==> src/rtl/pipe_ctrl_pkg.sv <==
// Shared types and constants for the pipeline hazard/stall controller.
package pipe_ctrl_pkg;

  typedef enum logic [1:0] {
    IDLE = 2'd0,
    REQ  = 2'd1,
    WAIT = 2'd2,
    DONE = 2'd3
  } mem_state_t;

  localparam int unsigned REG_IDX_W = 4;
  localparam logic [REG_IDX_W-1:0] REG_PC = 4'd15;

endpackage

==> src/rtl/pipeline_hazard_ctrl_if.sv <==
// Pipeline-side signals seen by the hazard controller; the pipeline drives
// the master side, the controller sits on the slave side.
interface pipeline_hazard_ctrl_if
  import pipe_ctrl_pkg::*;
#(
  parameter int CNT_W = 16
);
  logic [REG_IDX_W-1:0] id_src1;
  logic [REG_IDX_W-1:0] id_src2;
  logic                 id_two_src;
  logic                 id_uses_status;
  logic                 exe_wb_en;
  logic [REG_IDX_W-1:0] exe_dest;
  logic                 exe_mem_r_en;
  logic                 exe_s;
  logic                 mem_wb_en;
  logic [REG_IDX_W-1:0] mem_dest;
  logic                 mem_access;
  logic                 sram_ready;
  logic                 exe_branch_taken;
  logic                 freeze_front;
  logic                 freeze_all;
  logic                 flush_if_id;
  logic                 flush_id_exe;
  logic                 sram_start;
  logic                 mem_timeout_err;
  logic [CNT_W-1:0]     stall_cycles;
  logic [CNT_W-1:0]     bubble_count;

  modport master (
    output id_src1, id_src2, id_two_src, id_uses_status,
    output exe_wb_en, exe_dest, exe_mem_r_en, exe_s,
    output mem_wb_en, mem_dest, mem_access, sram_ready, exe_branch_taken,
    input  freeze_front, freeze_all, flush_if_id, flush_id_exe,
    input  sram_start, mem_timeout_err, stall_cycles, bubble_count
  );

  modport slave (
    input  id_src1, id_src2, id_two_src, id_uses_status,
    input  exe_wb_en, exe_dest, exe_mem_r_en, exe_s,
    input  mem_wb_en, mem_dest, mem_access, sram_ready, exe_branch_taken,
    output freeze_front, freeze_all, flush_if_id, flush_id_exe,
    output sram_start, mem_timeout_err, stall_cycles, bubble_count
  );

endinterface

==> src/rtl/pipeline_hazard_ctrl_hazard_unit.sv <==
// Combinational RAW / status hazard detection for the instruction in ID.
module hazard_unit
  import pipe_ctrl_pkg::*;
#(
  parameter bit FWD_EN = 1'b1
) (
  input  logic [REG_IDX_W-1:0] id_src1_i,
  input  logic [REG_IDX_W-1:0] id_src2_i,
  input  logic                 id_two_src_i,
  input  logic                 id_uses_status_i,
  input  logic                 exe_wb_en_i,
  input  logic [REG_IDX_W-1:0] exe_dest_i,
  input  logic                 exe_mem_r_en_i,
  input  logic                 exe_s_i,
  input  logic                 mem_wb_en_i,
  input  logic [REG_IDX_W-1:0] mem_dest_i,
  output logic                 hazard_o
);

  logic exe_hit;
  logic mem_hit;
  logic exe_term;
  logic mem_term;

  // With forwarding only a load in EXE cannot be bypassed; MEM is always forwardable.
  always_comb begin
    exe_hit  = (exe_dest_i == id_src1_i) || (id_two_src_i && (exe_dest_i == id_src2_i));
    mem_hit  = (mem_dest_i == id_src1_i) || (id_two_src_i && (mem_dest_i == id_src2_i));
    exe_term = exe_wb_en_i & exe_hit & (exe_mem_r_en_i | ~FWD_EN);
    mem_term = mem_wb_en_i & mem_hit & ~FWD_EN;
    hazard_o = exe_term | mem_term | (id_uses_status_i & exe_s_i);
  end

endmodule

==> src/rtl/pipeline_hazard_ctrl.sv <==
// Stall/flush sequencer: SRAM access FSM, output priority and saturating perf counters.
module pipeline_hazard_ctrl
  import pipe_ctrl_pkg::*;
#(
  parameter bit FWD_EN      = 1'b1,
  parameter int MEM_TIMEOUT = 15,
  parameter int CNT_W       = 16
) (
  input  logic                   clk,
  input  logic                   rst,
  pipeline_hazard_ctrl_if.slave  bus
);

  localparam logic [3:0] WAIT_LAST = 4'(MEM_TIMEOUT - 1);

  mem_state_t       state_q, state_d;
  logic [3:0]       wait_cnt_q, wait_cnt_d;
  logic             err_q, err_d;
  logic [CNT_W-1:0] stall_q, stall_d;
  logic [CNT_W-1:0] bubble_q, bubble_d;

  logic hazard;
  logic mem_freeze;
  logic req_pulse;
  logic freeze_front;
  logic freeze_all;
  logic flush_if_id;
  logic flush_id_exe;
  logic sram_start;

  function automatic logic [CNT_W-1:0] sat_inc(input logic [CNT_W-1:0] v);
    return (&v) ? v : v + {{(CNT_W-1){1'b0}}, 1'b1};
  endfunction

  hazard_unit #(.FWD_EN(FWD_EN)) u_hazard (
    .id_src1_i        (bus.id_src1),
    .id_src2_i        (bus.id_src2),
    .id_two_src_i     (bus.id_two_src),
    .id_uses_status_i (bus.id_uses_status),
    .exe_wb_en_i      (bus.exe_wb_en),
    .exe_dest_i       (bus.exe_dest),
    .exe_mem_r_en_i   (bus.exe_mem_r_en),
    .exe_s_i          (bus.exe_s),
    .mem_wb_en_i      (bus.mem_wb_en),
    .mem_dest_i       (bus.mem_dest),
    .hazard_o         (hazard)
  );

  // SRAM access FSM; IDLE with a pending access already freezes so MEM cannot advance.
  always_comb begin
    state_d    = state_q;
    wait_cnt_d = wait_cnt_q;
    err_d      = err_q;
    mem_freeze = 1'b0;
    req_pulse  = 1'b0;
    case (state_q)
      IDLE: begin
        if (bus.mem_access) begin
          mem_freeze = 1'b1;
          state_d    = REQ;
        end else begin
          state_d    = IDLE;
        end
      end
      REQ: begin
        mem_freeze = 1'b1;
        req_pulse  = 1'b1;
        state_d    = WAIT;
      end
      WAIT: begin
        mem_freeze = 1'b1;
        if (bus.sram_ready) begin
          state_d    = DONE;
          wait_cnt_d = 4'd0;
        end else if (wait_cnt_q == WAIT_LAST) begin
          state_d    = DONE;
          wait_cnt_d = 4'd0;
          err_d      = 1'b1;
        end else begin
          wait_cnt_d = wait_cnt_q + 4'd1;
        end
      end
      DONE: begin
        state_d = IDLE;
      end
      default: begin
        state_d    = IDLE;
        wait_cnt_d = 4'd0;
      end
    endcase
  end

  // Output priority: memory freeze, then taken branch, then hazard stall.
  always_comb begin
    freeze_front = 1'b0;
    freeze_all   = 1'b0;
    flush_if_id  = 1'b0;
    flush_id_exe = 1'b0;
    sram_start   = 1'b0;
    if (rst) begin
      freeze_all = 1'b0;
    end else if (mem_freeze) begin
      freeze_all = 1'b1;
      sram_start = req_pulse;
    end else if (bus.exe_branch_taken) begin
      flush_if_id  = 1'b1;
      flush_id_exe = 1'b1;
    end else if (hazard) begin
      freeze_front = 1'b1;
      flush_id_exe = 1'b1;
    end else begin
      freeze_front = 1'b0;
    end
  end

  // Performance counters stick at all-ones instead of wrapping.
  always_comb begin
    stall_d  = stall_q;
    bubble_d = bubble_q;
    if (freeze_front || freeze_all) begin
      stall_d = sat_inc(stall_q);
    end else begin
      stall_d = stall_q;
    end
    if (flush_id_exe) begin
      bubble_d = sat_inc(bubble_q);
    end else begin
      bubble_d = bubble_q;
    end
  end

  // State, wait counter, sticky error and counters.
  always_ff @(posedge clk or posedge rst) begin
    if (rst) begin
      state_q    <= IDLE;
      wait_cnt_q <= 4'd0;
      err_q      <= 1'b0;
      stall_q    <= {CNT_W{1'b0}};
      bubble_q   <= {CNT_W{1'b0}};
    end else begin
      state_q    <= state_d;
      wait_cnt_q <= wait_cnt_d;
      err_q      <= err_d;
      stall_q    <= stall_d;
      bubble_q   <= bubble_d;
    end
  end

  assign bus.freeze_front    = freeze_front;
  assign bus.freeze_all      = freeze_all;
  assign bus.flush_if_id     = flush_if_id;
  assign bus.flush_id_exe    = flush_id_exe;
  assign bus.sram_start      = sram_start;
  assign bus.mem_timeout_err = err_q;
  assign bus.stall_cycles    = stall_q;
  assign bus.bubble_count    = bubble_q;

endmodule

==> src/flat_wrapper.sv <==
// flat-port wrapper written by rule: the top's interface ports become plain ports
module pipeline_hazard_ctrl_flat import pipe_ctrl_pkg::*;
#(
  parameter bit FWD_EN      = 1'b1,
  parameter int MEM_TIMEOUT = 15,
  parameter int CNT_W       = 16
)
  (clk, rst, bus_id_src1, bus_id_src2, bus_id_two_src, bus_id_uses_status, bus_exe_wb_en, bus_exe_dest, bus_exe_mem_r_en, bus_exe_s, bus_mem_wb_en, bus_mem_dest, bus_mem_access, bus_sram_ready, bus_exe_branch_taken, bus_freeze_front, bus_freeze_all, bus_flush_if_id, bus_flush_id_exe, bus_sram_start, bus_mem_timeout_err, bus_stall_cycles, bus_bubble_count);
  pipeline_hazard_ctrl_if #(.CNT_W(CNT_W)) bus_i ();
  input  logic clk;
  input  logic rst;
  input wire logic [$bits(bus_i.id_src1)-1:0] bus_id_src1;
  input wire logic [$bits(bus_i.id_src2)-1:0] bus_id_src2;
  input wire logic [$bits(bus_i.id_two_src)-1:0] bus_id_two_src;
  input wire logic [$bits(bus_i.id_uses_status)-1:0] bus_id_uses_status;
  input wire logic [$bits(bus_i.exe_wb_en)-1:0] bus_exe_wb_en;
  input wire logic [$bits(bus_i.exe_dest)-1:0] bus_exe_dest;
  input wire logic [$bits(bus_i.exe_mem_r_en)-1:0] bus_exe_mem_r_en;
  input wire logic [$bits(bus_i.exe_s)-1:0] bus_exe_s;
  input wire logic [$bits(bus_i.mem_wb_en)-1:0] bus_mem_wb_en;
  input wire logic [$bits(bus_i.mem_dest)-1:0] bus_mem_dest;
  input wire logic [$bits(bus_i.mem_access)-1:0] bus_mem_access;
  input wire logic [$bits(bus_i.sram_ready)-1:0] bus_sram_ready;
  input wire logic [$bits(bus_i.exe_branch_taken)-1:0] bus_exe_branch_taken;
  output wire logic [$bits(bus_i.freeze_front)-1:0] bus_freeze_front;
  output wire logic [$bits(bus_i.freeze_all)-1:0] bus_freeze_all;
  output wire logic [$bits(bus_i.flush_if_id)-1:0] bus_flush_if_id;
  output wire logic [$bits(bus_i.flush_id_exe)-1:0] bus_flush_id_exe;
  output wire logic [$bits(bus_i.sram_start)-1:0] bus_sram_start;
  output wire logic [$bits(bus_i.mem_timeout_err)-1:0] bus_mem_timeout_err;
  output wire logic [$bits(bus_i.stall_cycles)-1:0] bus_stall_cycles;
  output wire logic [$bits(bus_i.bubble_count)-1:0] bus_bubble_count;
  assign bus_i.id_src1 = bus_id_src1;
  assign bus_i.id_src2 = bus_id_src2;
  assign bus_i.id_two_src = bus_id_two_src;
  assign bus_i.id_uses_status = bus_id_uses_status;
  assign bus_i.exe_wb_en = bus_exe_wb_en;
  assign bus_i.exe_dest = bus_exe_dest;
  assign bus_i.exe_mem_r_en = bus_exe_mem_r_en;
  assign bus_i.exe_s = bus_exe_s;
  assign bus_i.mem_wb_en = bus_mem_wb_en;
  assign bus_i.mem_dest = bus_mem_dest;
  assign bus_i.mem_access = bus_mem_access;
  assign bus_i.sram_ready = bus_sram_ready;
  assign bus_i.exe_branch_taken = bus_exe_branch_taken;
  assign bus_freeze_front = bus_i.freeze_front;
  assign bus_freeze_all = bus_i.freeze_all;
  assign bus_flush_if_id = bus_i.flush_if_id;
  assign bus_flush_id_exe = bus_i.flush_id_exe;
  assign bus_sram_start = bus_i.sram_start;
  assign bus_mem_timeout_err = bus_i.mem_timeout_err;
  assign bus_stall_cycles = bus_i.stall_cycles;
  assign bus_bubble_count = bus_i.bubble_count;
  pipeline_hazard_ctrl #(.FWD_EN(FWD_EN), .MEM_TIMEOUT(MEM_TIMEOUT), .CNT_W(CNT_W)) u_core (.clk(clk), .rst(rst), .bus(bus_i));
endmodule
==> config.mk <==
export PLATFORM = sky130hd
export DESIGN_NAME = pipeline_hazard_ctrl_flat
export DESIGN_NICKNAME = d
export VERILOG_FILES = /design/src/rtl/pipe_ctrl_pkg.sv /design/src/rtl/pipeline_hazard_ctrl_if.sv /design/src/rtl/pipeline_hazard_ctrl_hazard_unit.sv /design/src/rtl/pipeline_hazard_ctrl.sv /design/src/flat_wrapper.sv
export SDC_FILE = /design/constraint.sdc
export NUM_CORES = 1
export LEC_CHECK = 0
export CORE_ASPECT_RATIO = 1.75
export CORE_MARGIN = 5
export CORE_UTILIZATION = 50
export CTS_CLUSTER_DIAMETER = 60
export DETAILED_ROUTE_END_ITERATION = 10
export PLACE_DENSITY = 0.86
export SLEW_MARGIN = 20
export SYNTH_ARGS = -nofsm -noshare
export SYNTH_HDL_FRONTEND = slang
export SYNTH_SLANG_ARGS = --single-unit
export TNS_END_PERCENT = 30
==> constraint.sdc <==
create_clock -name clk -period 3.9 [get_ports clk]
set_clock_uncertainty 0.2 [all_clocks]
set_input_delay 0.78 -clock clk [delete_from_list [all_inputs] [get_ports clk]]
set_output_delay 0.78 -clock clk [all_outputs]
set_load 0.01 [all_outputs]
==> results of run 1 <==
[synthesized netlist by cell type (3+ instances only)]
cell type and number:
o21ai_0 5, nand4_1 13, nor3_1 4, clkbuf_1 3, inv_1 9, nand2_1 14, nand2b_1 4, mux2_2 3
nor2_1 7, xnor2_1 20, xor2_1 15, and3_1 10, nand3_1 10, dfrtp_1 39, ha_1 9
[cell families after synthesis]
| group | Yosys count | synth area share [%] |
|---|---|---|
| simple gates | 77 | 22.5 |
| flops | 39 | 46.0 |
| xor+xnor | 36 | 15.2 |
| compound gates | 14 | 5.31 |
| buf+inv | 13 | 2.65 |
| fa+ha+maj | 9 | 5.31 |
| mux | 6 | 3.07 |
[sequential cells by signal, summed over array words and instances (netlist names)]
signal,count
u_core.state_q,2
u_core.bus.bubble_count,16
u_core.bus.stall_cycles,16
u_core.bus.mem_timeout_err,1
u_core.wait_cnt_q,4
[worst min path at each step]
stage	cells after the start	slack [ns]	to
2_1_floorplan	1	0.25	u_core.wait_cnt_q[3]
3_3_place_gp	1	0.26	u_core.bus.mem_timeout_err
3_5_place_dp	1	0.27	u_core.bus.mem_timeout_err
4_1_cts	1	0.29	u_core.bus.mem_timeout_err
5_1_grt	1	0.32	u_core.bus.stall_cycles[10]
6_report	1	0.29	u_core.bus.mem_timeout_err
[layout make-up]
type | count | area (µm²) | share of cell area (%)
flip-flops and latches | 39 | 976 | 34.2
clock inverters | 3 | 20.0 | 0.701
repair buffers | 61 | 608 | 21.3
well taps | 49 | 61.3 | 2.15
inverters | 9 | 33.8 | 1.18
multi-input cells | 142 | 1090 | 38.1
clock buffers | 5 | 68.8 | 2.41
[per-layer routing]
metal,vias to the layer above,track usage [%],share of wire [%]
met5,-,0,0
met4,0,9.83,3.2
met3,12,5.37,8.3
met2,61,31.3,52
met1,786,19.2,37
li1,800,-,-
[power groups by stage]
stage | Clock [mW] | Combinational (mW) | Sequential [mW]
finish | 0.276 | 0.550 | 0.589
global route | 0.301 | 0.615 | 0.608
CTS | 0.281 | 0.560 | 0.590
detailed placement | 0 | 0.559 | 0.596
global placement | 0 | 0.544 | 0.594
floorplan | 0 | 0.311 | 0.603
[worst reg2reg max path, stage by stage (launching register included)]
cell,delay [ns]
dfrtp_1,0.40
inv_1,0.10
ha_1,0.31
a21oi_1,0.20
o21ai_2,0.15
nor2_1,0.12
o21a_2,0.18
o32a_2,0.27
mux2_2,0.36
[stage by stage]
step / hold WS [ns] / cells / util [%]
after CTS: 0.289 / 308 / 69.4
after global placement: 0.262 / 300 / 67.3
after floorplan: 0.252 / 194 / -
after global routing: 0.319 / 308 / 69.5
final: 0.291 / 308 / 69.5
after detailed placement: 0.267 / 300 / 67.3
==> flow_summary.json, run 1 <==
{
  "diodes": 0,
  "fin_ws_ns": 0.155,
  "drt-vias-per-instance": 5.39,
  "critPathMaxStageDelay_ns": 0.55,
  "route.vias.total": 1659,
  "crit_type": "in2out",
  "synth_edf_count": 0,
  "antenna_found_initial": 0,
  "grt.overflow.total": 0,
  "nFillCells": 337,
  "arrival_ns": 2.76,
  "netlist_instances": 194,
  "crit_buf_inv": 2,
  "synth_top_area_share_pct": 46.0,
  "die_height_um": 96.2,
  "p_sw_mw": 0.517,
  "drt_wl_total_mm": 4.63,
  "final.period_utilization_pct": 96.0,
  "cts_hold_buf": 0,
  "relSlewSlack_pct": 64.6,
  "fp.coreArea_um2": 4110,
  "min_from": "u_core.bus.mem_timeout_err",
  "worstSetupEndpointType": "primary output",
  "syn_avg_cell_area_um2": 10.9,
  "pwr-share-clk_pct": 19.5,
  "drtPass1Iterations": 4,
  "rrSetupSlack_ns": 1.51,
  "status": "completed",
  "grt_pass1_wl_mm": 7.86,
  "vdd_drop_max_v": 0.000413,
  "p_seq_share_pct": 41.6,
  "min_period_ns": 3.74,
  "cts_buffer_depth": 2,
  "synth.area.top_cells": "dfrtp_1 46%, xnor2_1 8.3%, xor2_1 6.2%",
  "dieArea_um2": 5700,
  "hp-class": "reg2reg",
  "synth.yosys.seq_area_share_pct": 46.0,
  "clk_latency_ns": 0.30,
  "synthFlopType": "dfrtp_1",
  "grt_pass1_vias": 1794,
  "drive_gt1_share_pct": 10.4,
  "fmax_mhz": 267,
  "drv_cap": 0,
  "initialDrtViolationCount": 20,
  "p_leak_nw": 1.27,
  "die_width_um": 59.2,
  "start_util_pct": 51.6,
  "hpwl_mm": 3.57,
  "syn_area_um2": 2120,
  "critPathLaunchType": "primary input",
  "cts_setup_buffers": 0,
  "crit_required_ns": 2.92,
  "path_cells": "clkdlybuf4s50_1 > xnor2_1 > nand4_1 > o41ai_4 > o21a_2 > clkdlybuf4s50_1",
  "synth_seq_cells": 39,
  "cp_slowest_cell": "clkdlybuf4s50_1",
  "fin_area_um2": 2860,
  "ys_warn_count": 0,
  "cp-endpoint": "bus_freeze_front",
  "p_int_mw": 0.898,
  "worstReg2RegStart": "u_core.state_q[0]",
  "pre_cts_slack_ns": 0.105,
  "final_common_cell": "clkdlybuf4s50_1",
  "ios": 65,
  "rows": 31,
  "gp_congestion": 0.747,
  "clock-root-buffer": "clkbuf_8",
  "drt_drc_violations_left": 0,
  "cp_top_family": "buffers and inverters",
  "nets": 294,
  "path_depth": 6,
  "path_common_cell": "clkdlybuf4s50_1",
  "grt_usage_pct": 18.1,
  "tightest_slew_ns": 0.525,
  "clkTransAtPathRegs_ns": 0.08,
  "setup.worst_path.start": "bus_exe_dest[1]",
  "total_power_mw": 1.41,
  "synth.distinct_cells": 39,
  "power_density_nw_per_um2": 495,
  "cts_made_buffers": 5,
  "ant_nets": 0,
  "finalHoldViolCount": 0,
  "ys_async_sr_fraction_pct": 100,
  "setup_viol": 0,
  "ctsResizeCount": 0,
  "htreeDepth": 2,
  "ff2ff_path_depth": 8,
  "mostFrequentLayoutCells": "58 x clkdlybuf4s50_1, 39 x dfrtp_1, 20 x xnor2_1, 15 x xor2_1, 14 x nand2_1",
  "avgRoutedWirePerCell_um": 15.0,
  "synth_nets": 230,
  "grt_max_degree": 40,
  "setup_tns_ns": 0,
  "cts.sinks": 39,
  "port_buffers": 59,
  "rr_endpoint": "u_core.bus.stall_cycles[1]",
  "crit_fanout": 3,
  "rsz0062_at_grt": "false",
  "power_frac_comb_pct": 38.9,
  "swShare_pct": 36.5,
  "dpl_cell_area_um2": 2770,
  "slew_violations": 0,
  "tritoncts": "built",
  "yosysTopAreaCell": "dfrtp_1",
  "areaGrowthSynthToFinish_pct": 34.7
}
Power figures use the tool's default switching activity.
==> run 2, diff against run 1 <==
--- a/config.mk
+++ b/config.mk
@@ -15,4 +15,3 @@
 export SYNTH_ARGS = -nofsm -noshare
 export SYNTH_HDL_FRONTEND = slang
 export SYNTH_SLANG_ARGS = --single-unit
-export TNS_END_PERCENT = 30
==> results of run 2 <==
Final layout, timing and power as in run 1 (identical DEF).
==> run 3, diff against run 2 <==
--- a/config.mk
+++ b/config.mk
@@ -8,7 +8,7 @@
 export CORE_ASPECT_RATIO = 1.75
 export CORE_MARGIN = 5
 export CORE_UTILIZATION = 50
-export CTS_CLUSTER_DIAMETER = 60
+export CTS_CLUSTER_DIAMETER = 40
 export DETAILED_ROUTE_END_ITERATION = 10
 export PLACE_DENSITY = 0.86
 export SLEW_MARGIN = 20
==> results of run 3 <==
Final layout, timing and power as in run 1 (identical DEF).
